==> config.mk <==
export PLATFORM = sky130hd
export DESIGN_NAME = inst_enc_loader_flat
export DESIGN_NICKNAME = d
export VERILOG_FILES = /design/src/rtl/inst_enc_loader_pkg.sv /design/src/rtl/inst_enc_loader_if.sv /design/src/rtl/inst_enc_loader_word.sv /design/src/rtl/inst_enc_loader.sv /design/src/flat_wrapper.sv
export SDC_FILE = /design/constraint.sdc
export NUM_CORES = 1
export LEC_CHECK = 0
export CAP_MARGIN = 25
export CORE_ASPECT_RATIO = 1.25
export CORE_MARGIN = 3
export CORE_UTILIZATION = 31
export CTS_BUF_LIST = sky130_fd_sc_hd__clkbuf_4 sky130_fd_sc_hd__clkbuf_8
export DETAILED_ROUTE_END_ITERATION = 6
export PLACE_DENSITY = 0.54
export SYNTH_ARGS = -nofsm -noshare
export SYNTH_HDL_FRONTEND = slang
export SYNTH_SLANG_ARGS = --single-unit
==> constraint.sdc <==
create_clock -name clk -period 5.93 [get_ports clk]
set_clock_uncertainty 0.15 [all_clocks]
set_input_delay 1.4825 -clock clk [delete_from_list [all_inputs] [get_ports clk]]
set_output_delay 1.4825 -clock clk [all_outputs]
set_load 0.1 [all_outputs]
==> src/rtl/inst_enc_loader_pkg.sv <==
// rtl/inst_enc_loader_pkg.sv - shared op enum, RV32I opcode/funct constants and error codes
// Opcode and funct values are shared with the core's instruction decoder.
package inst_enc_loader_pkg;

  typedef enum logic [4:0] {
    OP_ADD, OP_SUB, OP_SLL, OP_SLT, OP_SLTU, OP_XOR, OP_SRL, OP_SRA, OP_OR, OP_AND,
    OP_ADDI, OP_SLTI, OP_XORI, OP_ORI, OP_ANDI, OP_SLLI, OP_SRLI, OP_SRAI,
    OP_LW, OP_SW, OP_BEQ, OP_BNE, OP_LUI, OP_JAL
  } op_e;

  localparam int unsigned NUM_OPS = 24;

  localparam logic [6:0] OPC_OP     = 7'b0110011;
  localparam logic [6:0] OPC_OP_IMM = 7'b0010011;
  localparam logic [6:0] OPC_LOAD   = 7'b0000011;
  localparam logic [6:0] OPC_STORE  = 7'b0100011;
  localparam logic [6:0] OPC_BRANCH = 7'b1100011;
  localparam logic [6:0] OPC_LUI    = 7'b0110111;
  localparam logic [6:0] OPC_JAL    = 7'b1101111;

  localparam logic [2:0] FUNCT3_ADD_SUB = 3'b000;
  localparam logic [2:0] FUNCT3_SLL     = 3'b001;
  localparam logic [2:0] FUNCT3_SLT     = 3'b010;
  localparam logic [2:0] FUNCT3_SLTU    = 3'b011;
  localparam logic [2:0] FUNCT3_XOR     = 3'b100;
  localparam logic [2:0] FUNCT3_SR      = 3'b101;
  localparam logic [2:0] FUNCT3_OR      = 3'b110;
  localparam logic [2:0] FUNCT3_AND     = 3'b111;
  localparam logic [2:0] FUNCT3_LW      = 3'b010;
  localparam logic [2:0] FUNCT3_SW      = 3'b010;
  localparam logic [2:0] FUNCT3_BEQ     = 3'b000;
  localparam logic [2:0] FUNCT3_BNE     = 3'b001;

  localparam logic [6:0] FUNCT7_BASE = 7'b0000000;
  localparam logic [6:0] FUNCT7_ALT  = 7'b0100000;

  localparam logic [1:0] ERR_NONE     = 2'd0;
  localparam logic [1:0] ERR_ILLEGAL  = 2'd1;
  localparam logic [1:0] ERR_RANGE    = 2'd2;
  localparam logic [1:0] ERR_OVERFLOW = 2'd3;

  typedef enum logic [2:0] {FMT_R, FMT_I, FMT_SH, FMT_S, FMT_B, FMT_J, FMT_U} fmt_e;

  typedef enum logic [1:0] {ST_IDLE, ST_LOAD, ST_DRAIN, ST_DONE} state_e;

  // True when v, read as signed, is representable in n bits two's complement.
  function automatic logic fits_s(input logic [31:0] v, input int unsigned n);
    logic [31:0] hi;
    hi = $signed(v) >>> (n - 1);
    return (hi == '0) || (hi == '1);
  endfunction

endpackage

==> src/rtl/inst_enc_loader_if.sv <==
// rtl/inst_enc_loader_if.sv - host record stream plus IRAM write port
interface inst_enc_loader_if #(parameter int ADDR_W = 10);
  logic              req_valid;
  logic              req_ready;
  logic [4:0]        req_op;
  logic [4:0]        req_rd;
  logic [4:0]        req_rs1;
  logic [4:0]        req_rs2;
  logic [31:0]       req_imm;
  logic              req_last;
  logic              iram_we;
  logic [ADDR_W-1:0] iram_addr;
  logic [31:0]       iram_wdata;

  modport master (
    output req_valid, req_op, req_rd, req_rs1, req_rs2, req_imm, req_last,
    input  req_ready, iram_we, iram_addr, iram_wdata
  );

  modport slave (
    input  req_valid, req_op, req_rd, req_rs1, req_rs2, req_imm, req_last,
    output req_ready, iram_we, iram_addr, iram_wdata
  );
endinterface

==> src/rtl/inst_enc_loader_word.sv <==
// rtl/inst_enc_loader_word.sv - combinational RV32I encoder (inst_enc_word)
// INST_ENC_RANGE_CHECK_EN enables immediate range checking; otherwise fields are truncated.
module inst_enc_word
  import inst_enc_loader_pkg::*;
(
  input  logic [4:0]  op,
  input  logic [4:0]  rd,
  input  logic [4:0]  rs1,
  input  logic [4:0]  rs2,
  input  logic [31:0] imm,
  output logic [31:0] word,
  output logic        illegal,
  output logic        range_err
);
  fmt_e       fmt;
  logic [6:0] opc;
  logic [2:0] f3;
  logic [6:0] f7;

  always_comb begin
    fmt     = FMT_R;
    opc     = OPC_OP;
    f3      = FUNCT3_ADD_SUB;
    f7      = FUNCT7_BASE;
    illegal = 1'b0;
    case (op)
      OP_ADD:  f3 = FUNCT3_ADD_SUB;
      OP_SUB:  begin f3 = FUNCT3_ADD_SUB; f7 = FUNCT7_ALT; end
      OP_SLL:  f3 = FUNCT3_SLL;
      OP_SLT:  f3 = FUNCT3_SLT;
      OP_SLTU: f3 = FUNCT3_SLTU;
      OP_XOR:  f3 = FUNCT3_XOR;
      OP_SRL:  f3 = FUNCT3_SR;
      OP_SRA:  begin f3 = FUNCT3_SR; f7 = FUNCT7_ALT; end
      OP_OR:   f3 = FUNCT3_OR;
      OP_AND:  f3 = FUNCT3_AND;
      OP_ADDI: begin fmt = FMT_I; opc = OPC_OP_IMM; f3 = FUNCT3_ADD_SUB; end
      OP_SLTI: begin fmt = FMT_I; opc = OPC_OP_IMM; f3 = FUNCT3_SLT; end
      OP_XORI: begin fmt = FMT_I; opc = OPC_OP_IMM; f3 = FUNCT3_XOR; end
      OP_ORI:  begin fmt = FMT_I; opc = OPC_OP_IMM; f3 = FUNCT3_OR; end
      OP_ANDI: begin fmt = FMT_I; opc = OPC_OP_IMM; f3 = FUNCT3_AND; end
      OP_SLLI: begin fmt = FMT_SH; opc = OPC_OP_IMM; f3 = FUNCT3_SLL; end
      OP_SRLI: begin fmt = FMT_SH; opc = OPC_OP_IMM; f3 = FUNCT3_SR; end
      OP_SRAI: begin fmt = FMT_SH; opc = OPC_OP_IMM; f3 = FUNCT3_SR; f7 = FUNCT7_ALT; end
      OP_LW:   begin fmt = FMT_I; opc = OPC_LOAD; f3 = FUNCT3_LW; end
      OP_SW:   begin fmt = FMT_S; opc = OPC_STORE; f3 = FUNCT3_SW; end
      OP_BEQ:  begin fmt = FMT_B; opc = OPC_BRANCH; f3 = FUNCT3_BEQ; end
      OP_BNE:  begin fmt = FMT_B; opc = OPC_BRANCH; f3 = FUNCT3_BNE; end
      OP_LUI:  begin fmt = FMT_U; opc = OPC_LUI; end
      OP_JAL:  begin fmt = FMT_J; opc = OPC_JAL; end
      default: illegal = 1'b1;
    endcase
  end

  always_comb begin
    word = '0;
    case (fmt)
      FMT_R:   word = {f7, rs2, rs1, f3, rd, opc};
      FMT_I:   word = {imm[11:0], rs1, f3, rd, opc};
      FMT_SH:  word = {f7, imm[4:0], rs1, f3, rd, opc};
      FMT_S:   word = {imm[11:5], rs2, rs1, f3, imm[4:0], opc};
      FMT_B:   word = {imm[12], imm[10:5], rs2, rs1, f3, imm[4:1], imm[11], opc};
      FMT_J:   word = {imm[20], imm[10:1], imm[11], imm[19:12], rd, opc};
      default: word = {imm[19:0], rd, opc};
    endcase
  end

`ifdef INST_ENC_RANGE_CHECK_EN
  always_comb begin
    range_err = 1'b0;
    case (fmt)
      FMT_I, FMT_S: range_err = !fits_s(imm, 12);
      FMT_SH:       range_err = (imm[31:5] != '0);
      FMT_B:        range_err = !fits_s(imm, 13) || imm[0];
      FMT_J:        range_err = !fits_s(imm, 21) || imm[0];
      FMT_U:        range_err = (imm[31:20] != '0);
      default:      range_err = 1'b0;
    endcase
  end
`else
  logic unused_imm_hi;
  assign unused_imm_hi = ^imm[31:21];
  assign range_err     = 1'b0;
`endif

endmodule

==> src/rtl/inst_enc_loader.sv <==
// rtl/inst_enc_loader.sv - record-to-IRAM loader: FSM, word address counter, write register
// Range checking in the encoder is controlled by INST_ENC_RANGE_CHECK_EN.
module inst_enc_loader
  import inst_enc_loader_pkg::*;
#(
  parameter int ADDR_W    = 10,
  parameter int BASE_ADDR = 0
) (
  input  logic              clk,
  input  logic              rst,
  input  logic              start,
  inst_enc_loader_if.slave  bus,
  output logic              busy,
  output logic              done,
  output logic [1:0]        err_code,
  output logic [ADDR_W:0]   count
);
  state_e            state_q, state_d;
  logic [ADDR_W-1:0] ptr_q, ptr_d;
  logic              we_q, we_d;
  logic [ADDR_W-1:0] addr_q, addr_d;
  logic [31:0]       wdata_q, wdata_d;
  logic [1:0]        err_q, err_d;
  logic [ADDR_W:0]   count_q, count_d;

  logic [31:0] enc_word;
  logic        enc_illegal;
  logic        enc_range_err;
  logic        accept;

  inst_enc_word u_word (
    .op        (bus.req_op),
    .rd        (bus.req_rd),
    .rs1       (bus.req_rs1),
    .rs2       (bus.req_rs2),
    .imm       (bus.req_imm),
    .word      (enc_word),
    .illegal   (enc_illegal),
    .range_err (enc_range_err)
  );

  assign bus.req_ready = (state_q == ST_LOAD) && !start;
  assign accept        = bus.req_valid && bus.req_ready;

  always_comb begin
    state_d = state_q;
    ptr_d   = ptr_q;
    we_d    = 1'b0;
    addr_d  = addr_q;
    wdata_d = wdata_q;
    err_d   = err_q;
    count_d = count_q + (ADDR_W+1)'(we_q);
    // A write registered before start still drives the IRAM this cycle.
    if (start) begin
      state_d = ST_LOAD;
      ptr_d   = ADDR_W'(BASE_ADDR);
      err_d   = ERR_NONE;
      count_d = '0;
    end else begin
      case (state_q)
        ST_LOAD: begin
          if (accept) begin
            if (enc_illegal) begin
              err_d   = ERR_ILLEGAL;
              state_d = ST_DRAIN;
            end else if (enc_range_err) begin
              err_d   = ERR_RANGE;
              state_d = ST_DRAIN;
            end else begin
              we_d    = 1'b1;
              addr_d  = ptr_q;
              wdata_d = enc_word;
              if (bus.req_last) begin
                state_d = ST_DRAIN;
              end else if (&ptr_q) begin
                err_d   = ERR_OVERFLOW;
                state_d = ST_DRAIN;
              end else begin
                ptr_d = ptr_q + ADDR_W'(1);
              end
            end
          end
        end
        ST_DRAIN: state_d = ST_DONE;
        default:  state_d = state_q;
      endcase
    end
  end

  always_ff @(posedge clk or posedge rst) begin
    if (rst) begin
      state_q <= ST_IDLE;
      ptr_q   <= ADDR_W'(BASE_ADDR);
      we_q    <= 1'b0;
      addr_q  <= '0;
      wdata_q <= '0;
      err_q   <= ERR_NONE;
      count_q <= '0;
    end else begin
      state_q <= state_d;
      ptr_q   <= ptr_d;
      we_q    <= we_d;
      addr_q  <= addr_d;
      wdata_q <= wdata_d;
      err_q   <= err_d;
      count_q <= count_d;
    end
  end

  assign bus.iram_we    = we_q;
  assign bus.iram_addr  = addr_q;
  assign bus.iram_wdata = wdata_q;
  assign busy           = (state_q == ST_LOAD) || (state_q == ST_DRAIN);
  assign done           = (state_q == ST_DONE);
  assign err_code       = err_q;
  assign count          = count_q;

endmodule
==> src/flat_wrapper.sv <==
// flat-port wrapper written by rule: the top's interface ports become plain ports
module inst_enc_loader_flat import inst_enc_loader_pkg::*;
#(
  parameter int ADDR_W    = 10,
  parameter int BASE_ADDR = 0
)
  (clk, rst, start, busy, done, err_code, count, bus_req_valid, bus_req_op, bus_req_rd, bus_req_rs1, bus_req_rs2, bus_req_imm, bus_req_last, bus_req_ready, bus_iram_we, bus_iram_addr, bus_iram_wdata);
  inst_enc_loader_if #(.ADDR_W(ADDR_W)) bus_i ();
  input  logic clk;
  input  logic rst;
  input  logic start;
  output logic busy;
  output logic done;
  output logic [1:0] err_code;
  output logic [ADDR_W:0] count;
  input wire logic [$bits(bus_i.req_valid)-1:0] bus_req_valid;
  input wire logic [$bits(bus_i.req_op)-1:0] bus_req_op;
  input wire logic [$bits(bus_i.req_rd)-1:0] bus_req_rd;
  input wire logic [$bits(bus_i.req_rs1)-1:0] bus_req_rs1;
  input wire logic [$bits(bus_i.req_rs2)-1:0] bus_req_rs2;
  input wire logic [$bits(bus_i.req_imm)-1:0] bus_req_imm;
  input wire logic [$bits(bus_i.req_last)-1:0] bus_req_last;
  output wire logic [$bits(bus_i.req_ready)-1:0] bus_req_ready;
  output wire logic [$bits(bus_i.iram_we)-1:0] bus_iram_we;
  output wire logic [$bits(bus_i.iram_addr)-1:0] bus_iram_addr;
  output wire logic [$bits(bus_i.iram_wdata)-1:0] bus_iram_wdata;
  assign bus_i.req_valid = bus_req_valid;
  assign bus_i.req_op = bus_req_op;
  assign bus_i.req_rd = bus_req_rd;
  assign bus_i.req_rs1 = bus_req_rs1;
  assign bus_i.req_rs2 = bus_req_rs2;
  assign bus_i.req_imm = bus_req_imm;
  assign bus_i.req_last = bus_req_last;
  assign bus_req_ready = bus_i.req_ready;
  assign bus_iram_we = bus_i.iram_we;
  assign bus_iram_addr = bus_i.iram_addr;
  assign bus_iram_wdata = bus_i.iram_wdata;
  inst_enc_loader #(.ADDR_W(ADDR_W), .BASE_ADDR(BASE_ADDR)) u_core (.clk(clk), .rst(rst), .start(start), .bus(bus_i), .busy(busy), .done(done), .err_code(err_code), .count(count));
endmodule
# --- Yosys cells after proc, flatten, opt, wreduce, memory -nomap -nowiden ---
# Cells that the tools add are included.
# W data, S select, Z words.
classes:
  addsub: 2
  eq_ne: 37
  muxes: 28
  bitwise_logic: 1
  reduce_logical: 27
op_table:
  columns: ["operator", "count"]
  rows:
  - ["$pmux W32 S6", 1]
  - ["$mux W10", 6]
  - ["$pmux W7 S6", 1]
  - ["$eq A5 B4 Y1 const B", 8]
  - ["$eq A5 B5 Y1 const B", 8]
  - ["$reduce_or A24 Y1", 1]
  - ["$mux W2", 11]
  - ["$pmux W3 S7", 1]
  - ["$eq A5 B3 Y1 const B", 4]
  - ["$pmux W3 S6", 1]
  - ["$add A11 B1 Y11", 1]
  - ["$mux W11", 1]
  - ["$add A10 B1 Y10 const B", 1]
  - ["$eq A5 B2 Y1 const B", 2]
  - ["$reduce_and A10 Y1", 1]
  - ["$reduce_or A3 Y1", 3]
  - ["$reduce_and A4 Y1", 2]
  - ["$reduce_or A2 Y1", 4]
  - ["$reduce_or A4 Y1", 2]
  - ["$reduce_or A8 Y1", 1]
  - ["$eq A3 B2 Y1 const B", 2]
  - ["$eq A3 B3 Y1 const B", 2]
  - ["$mux W6", 1]
  - ["$reduce_bool A2 Y1", 3]
  - ["21 further kinds", 27]
word_totals:
  regBits: 68
  in_bits: 57
  output_inout_bits: 59
  wordCells: 102

# --- Depth between registers and ports, before layout ---
# Gate-level depths: netlist of the first run.
logic_depth:
  ltp_word: 7
  mapped_depth: 8
  mapped_depth_nobuf: 7

# --- Modules after synthesis ---
# Synthesis of the first run repeated with hierarchy kept, for this count alone.
hier_totals:
  cells_unflattened: 447
  area_unflattened_um2: 3782.4
modules_own_cells:
  columns: ["mod", "instances", "cells_per_inst", "area_per_inst_um2", "seq_area_each_um2"]
  rows:
  - ["inst_enc_loader", 1, 318, 2957.8, 1701.6]
  - ["inst_enc_word", 1, 129, 824.5, 0.0]

# --- Least setup slack after synthesis of the first run ---
# OpenSTA, ideal clock, no wires.
synth_timing:
  path_kind: "input to output"
  startpoint: "input start"
  endpoint: "output bus_req_ready"
  t_arrival_ns: 2.163
  required_ns: 4.298
  setup_slack_ns: 2.134
  cell_stages: 2
  path_buffers: 1
  cell_sequence: "buf_2 and2b_2"
synth_between:
  elab_chain_len: 2
synth_lines:
  columns: ["element", "line", "source"]
  rows:
  - ["start: declaration", "flat_wrapper.sv:11", "input logic start;"]
  - ["$logic_not A1 Y1", "inst_enc_loader.sv:42", "assign bus.req_ready = (state_q == ST_LOAD) && !start;"]
  - ["$logic_and A1 B1 Y1", "inst_enc_loader.sv:42", null]
  - ["end: declaration", "flat_wrapper.sv:23", "output wire logic [$bits(bus_i.req_ready)-1:0] bus_req_ready;"]
# No other way between the ends.

# --- Worst setup path after layout of the first run ---
# Same ends and word-level chain as after synthesis.

==> impl_metrics.py, run 1 <==
metrics = {
    "cells_and_area": {
        "layout_common_cells": "103 x clkdlybuf4s50_1, 67 x dfrtp_1, 65 x nand2_1",
        "nFillCells": 1162,
        "fin_area_mm2": 0.00511,
        "final_util_pct": 43.6,
        "area_growth_pct": 35.5,
        "multiInputGateArea_mm2": 0.00187,
        "seqCellArea_mm2": 0.00168,
        "antenna_cells": 0,
        "layout_commonest_cell": "clkdlybuf4s50_1",
        "fin_cells": 679,
        "nNetsFinal": 576,
        "drive_gt1_share_pct": 8.30,
    },
    "yosys": {
        "synth-main-ff-cell": "dfrtp_1",
        "syn-cell-area_mm2": 0.00377,
        "synth.distinct_cells": 64,
        "async_reset_ff_share_pct": 100,
        "synth_seq_cells": 67,
        "syn_inst": 421,
        "syn_nets": 484,
        "post_synth.cell_area_avg_um2": 8.96,
        "yosysSeqAreaShare_pct": 44.5,
        "synth-warning-count": 0,
        "synth_edf_count": 0,
    },
    "power": {
        "powerDensity_mw_per_mm2": 378,
        "vdd_drop_max_v": 0.000192,
        "power_mw": 1.93,
        "leakagePower_nw": 2.14,
    },
    "setup_path": {
        "criticalPathCategory": "input pin to output pin",
        "rrSetupSlack_ns": 3.42,
        "path_cells": "clkdlybuf4s50_1 > buf_4 > and2b_2 > buf_4",
        "cp.depth": 4,
        "slowest_delay_ns": 0.46,
        "r2r-end": "u_core.bus.iram_wdata[22]$_DFFE_PP0P_",
        "cp.arrival_ns": 2.75,
        "start_kind": "input pin",
        "cp_common_cell": "buf_4",
        "slowest_stage": "clkdlybuf4s50_1",
        "critPathTopFamily": "buffers and inverters",
        "required_ns": 4.30,
        "reg2reg_depth": 7,
        "timing.rr.start": "u_core.state_q[1]$_DFFE_PP0P_",
        "path_max_fanout": 26,
        "critPathBufInv": 3,
        "critPathCaptureType": "output pin",
    },
    "grt": {
        "grt_max_degree": 45,
        "grt_pass1_wl_um": 17800,
        "grt_usage_pct": 16.5,
        "grt_antenna_before_repair": 0,
        "grt_pass1_vias": 3466,
        "grt_overflow": 0,
    },
    "floorplan": {
        "initial_core_util_pct": 32.2,
        "rows": 44,
        "io_pins": 116,
        "core-area_mm2": 0.0117,
        "die-area_mm2": 0.0135,
        "die_h_um": 129,
        "die_w_um": 105,
    },
    "sta": {
        "worst_pin_slew_ns": 1.02,
        "hold_viol": 0,
        "fin_crit_sh_pct": 74.0,
        "layout_setup_ws_ns": 1.54,
        "finalSetupViolCount": 0,
        "slew-limit-headroom_pct": 31.5,
        "setup_tns_ns": 0,
        "slew_viol_final": 0,
        "rsz0062_at_grt": "no",
        "min_period_ns": 4.39,
        "hold_ws_ns": 0.317,
        "max_freq_mhz": 228,
    },
    "drt": {
        "wl_per_cell_um": 16.2,
        "drtPass1Iterations": 4,
        "drc": 0,
        "drt_iter0_drc": 142,
        "wl_um": 11000,
        "antenna_left": 0,
        "viasPerCell": 5.07,
        "vias": 3444,
    },
    "hold_path": {
        "min_to": "u_core.ptr_q[9]$_DFFE_PP0P_",
        "worstHoldPathType": "flop to flop",
        "hold_depth": 1,
        "hp-start": "u_core.ptr_q[9]$_DFFE_PP0P_",
    },
    "clock_network": {
        "postCtsSetupRepairBufs": 0,
        "path_clk_slew_ns": 0.08,
        "cts_resized": 0,
        "cts_buffer_depth": 2,
        "clk-insertion-delay-late_ns": 0.34,
        "root_buffer": "clkbuf_8",
        "postCtsHoldBufs": 0,
        "numClockSinks": 67,
        "cts_buffers": 9,
        "htree_levels": 3,
        "cts_tree": "yes",
    },
    "placed_design": {
        "placed_cells": 662,
        "post-place-ws_ns": 1.54,
        "gp_congestion": 0.857,
        "place_area_mm2": 0.00489,
        "dp_hpwl_um": 7990,
        "portBuffers": 104,
    },
    "run": {
        "drv_cap": 0,
    },
    "status": {
        "outcome": "complete, no violations",
    },
}
-- layout make-up --
type | instances | share of cell area, %
flip-flops and latches | 67 | 32.8
repair buffers | 109 | 21.7
well taps | 161 | 3.94
clock inverters | 5 | 1.03
multi-input cells | 312 | 36.7
clock buffers | 11 | 2.84
inverters | 14 | 1.03
-- cells in the mapped netlist, types with 3 or more instances --
| master | count | area, µm² |
|---|---|---|
| nor3_1 | 13 | 65.1 |
| xnor2_1 | 3 | 26.3 |
| a211oi_1 | 11 | 82.6 |
| a31oi_1 | 5 | 31.3 |
| xor2_1 | 4 | 35.0 |
| ha_1 | 6 | 75.1 |
| or3_1 | 7 | 43.8 |
| nor2_1 | 26 | 97.6 |
| buf_6 | 4 | 45.0 |
| nand2_1 | 65 | 244 |
| mux2i_1 | 13 | 130 |
| nand2b_1 | 9 | 56.3 |
| o211ai_1 | 5 | 37.5 |
| o31ai_1 | 3 | 22.5 |
| buf_2 | 15 | 75.1 |
| a21oi_1 | 30 | 150 |
| nand3_1 | 25 | 125 |
| or2_2 | 5 | 31.3 |
| and2_1 | 3 | 18.8 |
| inv_1 | 13 | 48.8 |
| o21ai_0 | 24 | 120 |
| buf_4 | 5 | 37.5 |
| nor2b_1 | 5 | 31.3 |
| and3_1 | 3 | 18.8 |
| nand4_1 | 4 | 25.0 |
| clkbuf_1 | 3 | 11.3 |
| dfrtp_1 | 67 | 1680 |
-- where the power goes --
group | leakage [nW] | switching [mW] | internal [mW] | total (mW)
combinational | 1.17 | 0.739 | 0.223 | 0.961
sequential | 0.868 | 0.0490 | 0.532 | 0.581
clock | 0.103 | 0.183 | 0.208 | 0.391
total | 2.14 | 0.970 | 0.963 | 1.93
-- kinds of logic (layout without fill, tap and decap cells) --
group | Yosys count | after routing | share of synthesized area (%)
compound gates | 103 | 103 | 18.0
buf+inv | 42 | 139 | 6.01
simple gates | 183 | 183 | 24.5
xor+xnor | 7 | 7 | 1.63
mux | 13 | 13 | 3.45
fa+ha+maj | 6 | 6 | 1.99
flops | 67 | 67 | 44.5
-- sequential cells by signal, summed over array words and instances (netlist names) --
name,count
u_core.bus.iram_wdata,31
u_core.count,11
u_core.err_code,2
u_core.ptr_q,10
u_core.state_q,2
u_core.bus.iram_addr,10
u_core.bus.iram_we,1
-- how the worst max path moves through the flow --
stage	from	to	slack (ns)
final	start	bus_req_ready	1.54
after global routing	start	bus_req_ready	1.50
after CTS	start	bus_req_ready	1.53
after detailed placement	start	bus_req_ready	1.54
after global placement	start	bus_req_ready	1.54
after floorplan	start	bus_req_ready	2.13
-- routing by layer --
layer  wire length [µm]  global-route usage, %  part of all wire, %
met4                253                   7.49                  2.3
met3                605                   4.04                  5.5
met5                  0                      0                    0
met1               4580                   19.5                   42
met2               5580                   28.5                   51
(Power assumes the default switching activity.)
==> inputs of run 2 (changes only) <==
--- a/config.mk
+++ b/config.mk
@@ -11,7 +11,7 @@
 export CORE_UTILIZATION = 31
 export CTS_BUF_LIST = sky130_fd_sc_hd__clkbuf_4 sky130_fd_sc_hd__clkbuf_8
 export DETAILED_ROUTE_END_ITERATION = 6
-export PLACE_DENSITY = 0.54
+export PLACE_DENSITY = 0.56
 export SYNTH_ARGS = -nofsm -noshare
 export SYNTH_HDL_FRONTEND = slang
 export SYNTH_SLANG_ARGS = --single-unit
==> constraint.sdc (replaced) <==
create_clock -name clk -period 4 [get_ports clk]
set_clock_uncertainty 0.15 [all_clocks]
set_input_delay 1 -clock clk [delete_from_list [all_inputs] [get_ports clk]]
set_output_delay 1 -clock clk [all_outputs]
set_load 0.1 [all_outputs]
==> impl_metrics.py, run 2 (synthesis gave the netlist of run 1 again) <==
metrics = {
    "status": {
        "outcome": "complete, no violations",
    },
    "grt": {
        "top_usage_layer": "met2",
        "grt_antenna_before_repair": 0,
        "grt_max_degree": 48,
        "grt_overflow": 0,
        "met3_usage_pct": 3.74,
        "grt_pass1_vias": 3414,
        "grt_pass1_wl_um": 17400,
        "use_met2_pct": 28.6,
        "use_met1_pct": 19.1,
        "grt_usage_pct": 16.2,
    },
    "sta": {
        "fin_crit_sh_pct": 79.5,
        "rsz0062_at_grt": "no",
        "min_period_ns": 3.18,
        "worst_pin_slew_ns": 1.02,
        "setup_tns_ns": 0,
        "hold_viol": 0,
        "slew_viol_final": 0,
        "slew-limit-headroom_pct": 32.0,
        "finalSetupViolCount": 0,
        "max_freq_mhz": 315,
    },
    "setup_path": {
        "start_kind": "flop",
        "critPathBufInv": 1,
        "critPathCaptureType": "output pin",
        "criticalPathCategory": "flop to output pin",
        "slowest_delay_ns": 1.18,
        "required_ns": 2.85,
        "path_max_fanout": 7,
        "critPathTopFamily": "buffers and inverters",
        "path_cells": "clkdlybuf4s50_1",
        "slowest_stage": "clkdlybuf4s50_1",
        "cp.arrival_ns": 2.03,
    },
    "power": {
        "internal-power_mw": 1.38,
        "comb_power_share_pct": 50.5,
        "seq_power_share_pct": 30.5,
        "vdd_drop_max_v": 0.000233,
        "p_clk_share_pct": 19.1,
        "p_sw_mw": 1.44,
        "leakagePower_nw": 2.15,
        "switching_share_pct": 51.0,
        "powerDensity_mw_per_mm2": 553,
    },
    "cells_and_area": {
        "antenna_cells": 0,
        "area_growth_pct": 35.4,
        "seqCellArea_mm2": 0.00168,
        "fin_area_mm2": 0.00511,
        "largest_reg_flops": 31,
        "drive_gt1_share_pct": 9.96,
        "nFillCells": 1199,
        "nNetsFinal": 580,
        "multiInputGateArea_mm2": 0.00187,
        "fin_cells": 683,
        "layout_common_cells": "98 x clkdlybuf4s50_1, 67 x dfrtp_1, 65 x nand2_1",
        "layout_commonest_cell": "clkdlybuf4s50_1",
    },
    "floorplan": {
        "die_h_um": 129,
        "die-area_mm2": 0.0135,
        "die_w_um": 105,
        "rows": 44,
        "io_pins": 116,
        "initial_core_util_pct": 32.2,
        "core-area_mm2": 0.0117,
    },
    "hold_path": {
        "worstHoldPathType": "flop to flop",
    },
    "clock_network": {
        "root_buffer": "clkbuf_8",
        "numClockSinks": 67,
        "cts_buffer_depth": 2,
        "postCtsSetupRepairBufs": 0,
        "path_clk_slew_ns": 0.08,
        "cts_tree": "yes",
        "postCtsHoldBufs": 0,
        "cts_resized": 0,
        "cts_buffers": 9,
        "clk-insertion-delay-late_ns": 0.35,
        "htree_levels": 3,
    },
    "placed_design": {
        "gp_congestion": 0.846,
        "dp_hpwl_um": 8000,
        "placed_cells": 667,
        "place_area_mm2": 0.00492,
        "portBuffers": 104,
    },
    "drt": {
        "drt_iter0_drc": 155,
        "drc": 0,
        "drtPass1Iterations": 4,
        "wl_per_cell_um": 16.1,
        "antenna_left": 0,
        "vias": 3453,
        "wl_um": 11000,
        "viasPerCell": 5.06,
    },
    "run": {
        "drv_cap": 0,
    },
}
[run 2: layout make-up]
class                      instances  area share (%)
tap                              161            3.95
multi-input combinational        312            36.7
sequential                        67            32.8
clock inverter                     4           0.490
timing repair buffer             113            21.9
clock buffer                      12            3.11
inverter                          14            1.03
[run 2: worst register-to-register path, cell delays in order (launching register included)]
cell and delay [ns]:
dfrtp_1 0.43, ha_1 0.31, and2b_2 0.27, nand3_2 0.10, buf_4 0.33, buf_4 0.35
nor3_1 0.09, a211oi_1 0.19
[run 2: per-layer routing]
| metal | part of all wire, % | wire, µm | vias to the layer above |
|---|---|---|---|
| li1 | - | - | 1690 |
| met4 | 1.1 | 120 | 0 |
| met1 | 41 | 4570 | 1658 |
| met5 | 0 | 0 | - |
| met3 | 5.3 | 579 | 8 |
| met2 | 52 | 5750 | 97 |
[run 2: power by group through the flow]
stage	combinational, mW	sequential (mW)	clock [mW]
global route	1.48	0.872	0.584
finish	1.42	0.860	0.538
global placement	1.43	0.871	0
floorplan	0.286	1.65	0
CTS	1.44	0.861	0.554
detailed placement	1.43	0.872	0
[run 2: through the flow]
step,hold WS (ns),util (%),power [mW],setup slack [ns]
2_1_floorplan,0.283,-,1.94,1.17
5_1_grt,0.360,43.5,2.94,0.764
6_report,0.322,43.5,2.82,0.822
4_1_cts,0.323,43.5,2.85,0.802
3_3_place_gp,0.298,42.0,2.30,0.735
3_5_place_dp,0.307,42.0,2.31,0.690
[run 2: path summary, 6_finish.rpt]
path | start | to | slack [ns] | cells after the start
worst max-delay path | u_core.count[2]$_DFF_PP0_ | count[2] | 0.82 | 1
worst min-delay path | u_core.bus.iram_wdata[3]$_DFFE_PP0P_ | u_core.bus.iram_wdata[3]$_DFFE_PP0P_ | 0.32 | 2
worst max register to register | u_core.state_q[0]$_DFFE_PP0P_ | u_core.bus.iram_wdata[20]$_DFFE_PP0P_ | 1.69 | 7
worst min register to register | u_core.bus.iram_wdata[3]$_DFFE_PP0P_ | u_core.bus.iram_wdata[3]$_DFFE_PP0P_ | 0.32 | 2
max in group asynchronous | rst | u_core.bus.iram_addr[9]$_DFFE_PP0P_ | 2.21 | 3
min in group asynchronous | rst | u_core.bus.iram_wdata[19]$_DFFE_PP0P_ | 0.86 | 2
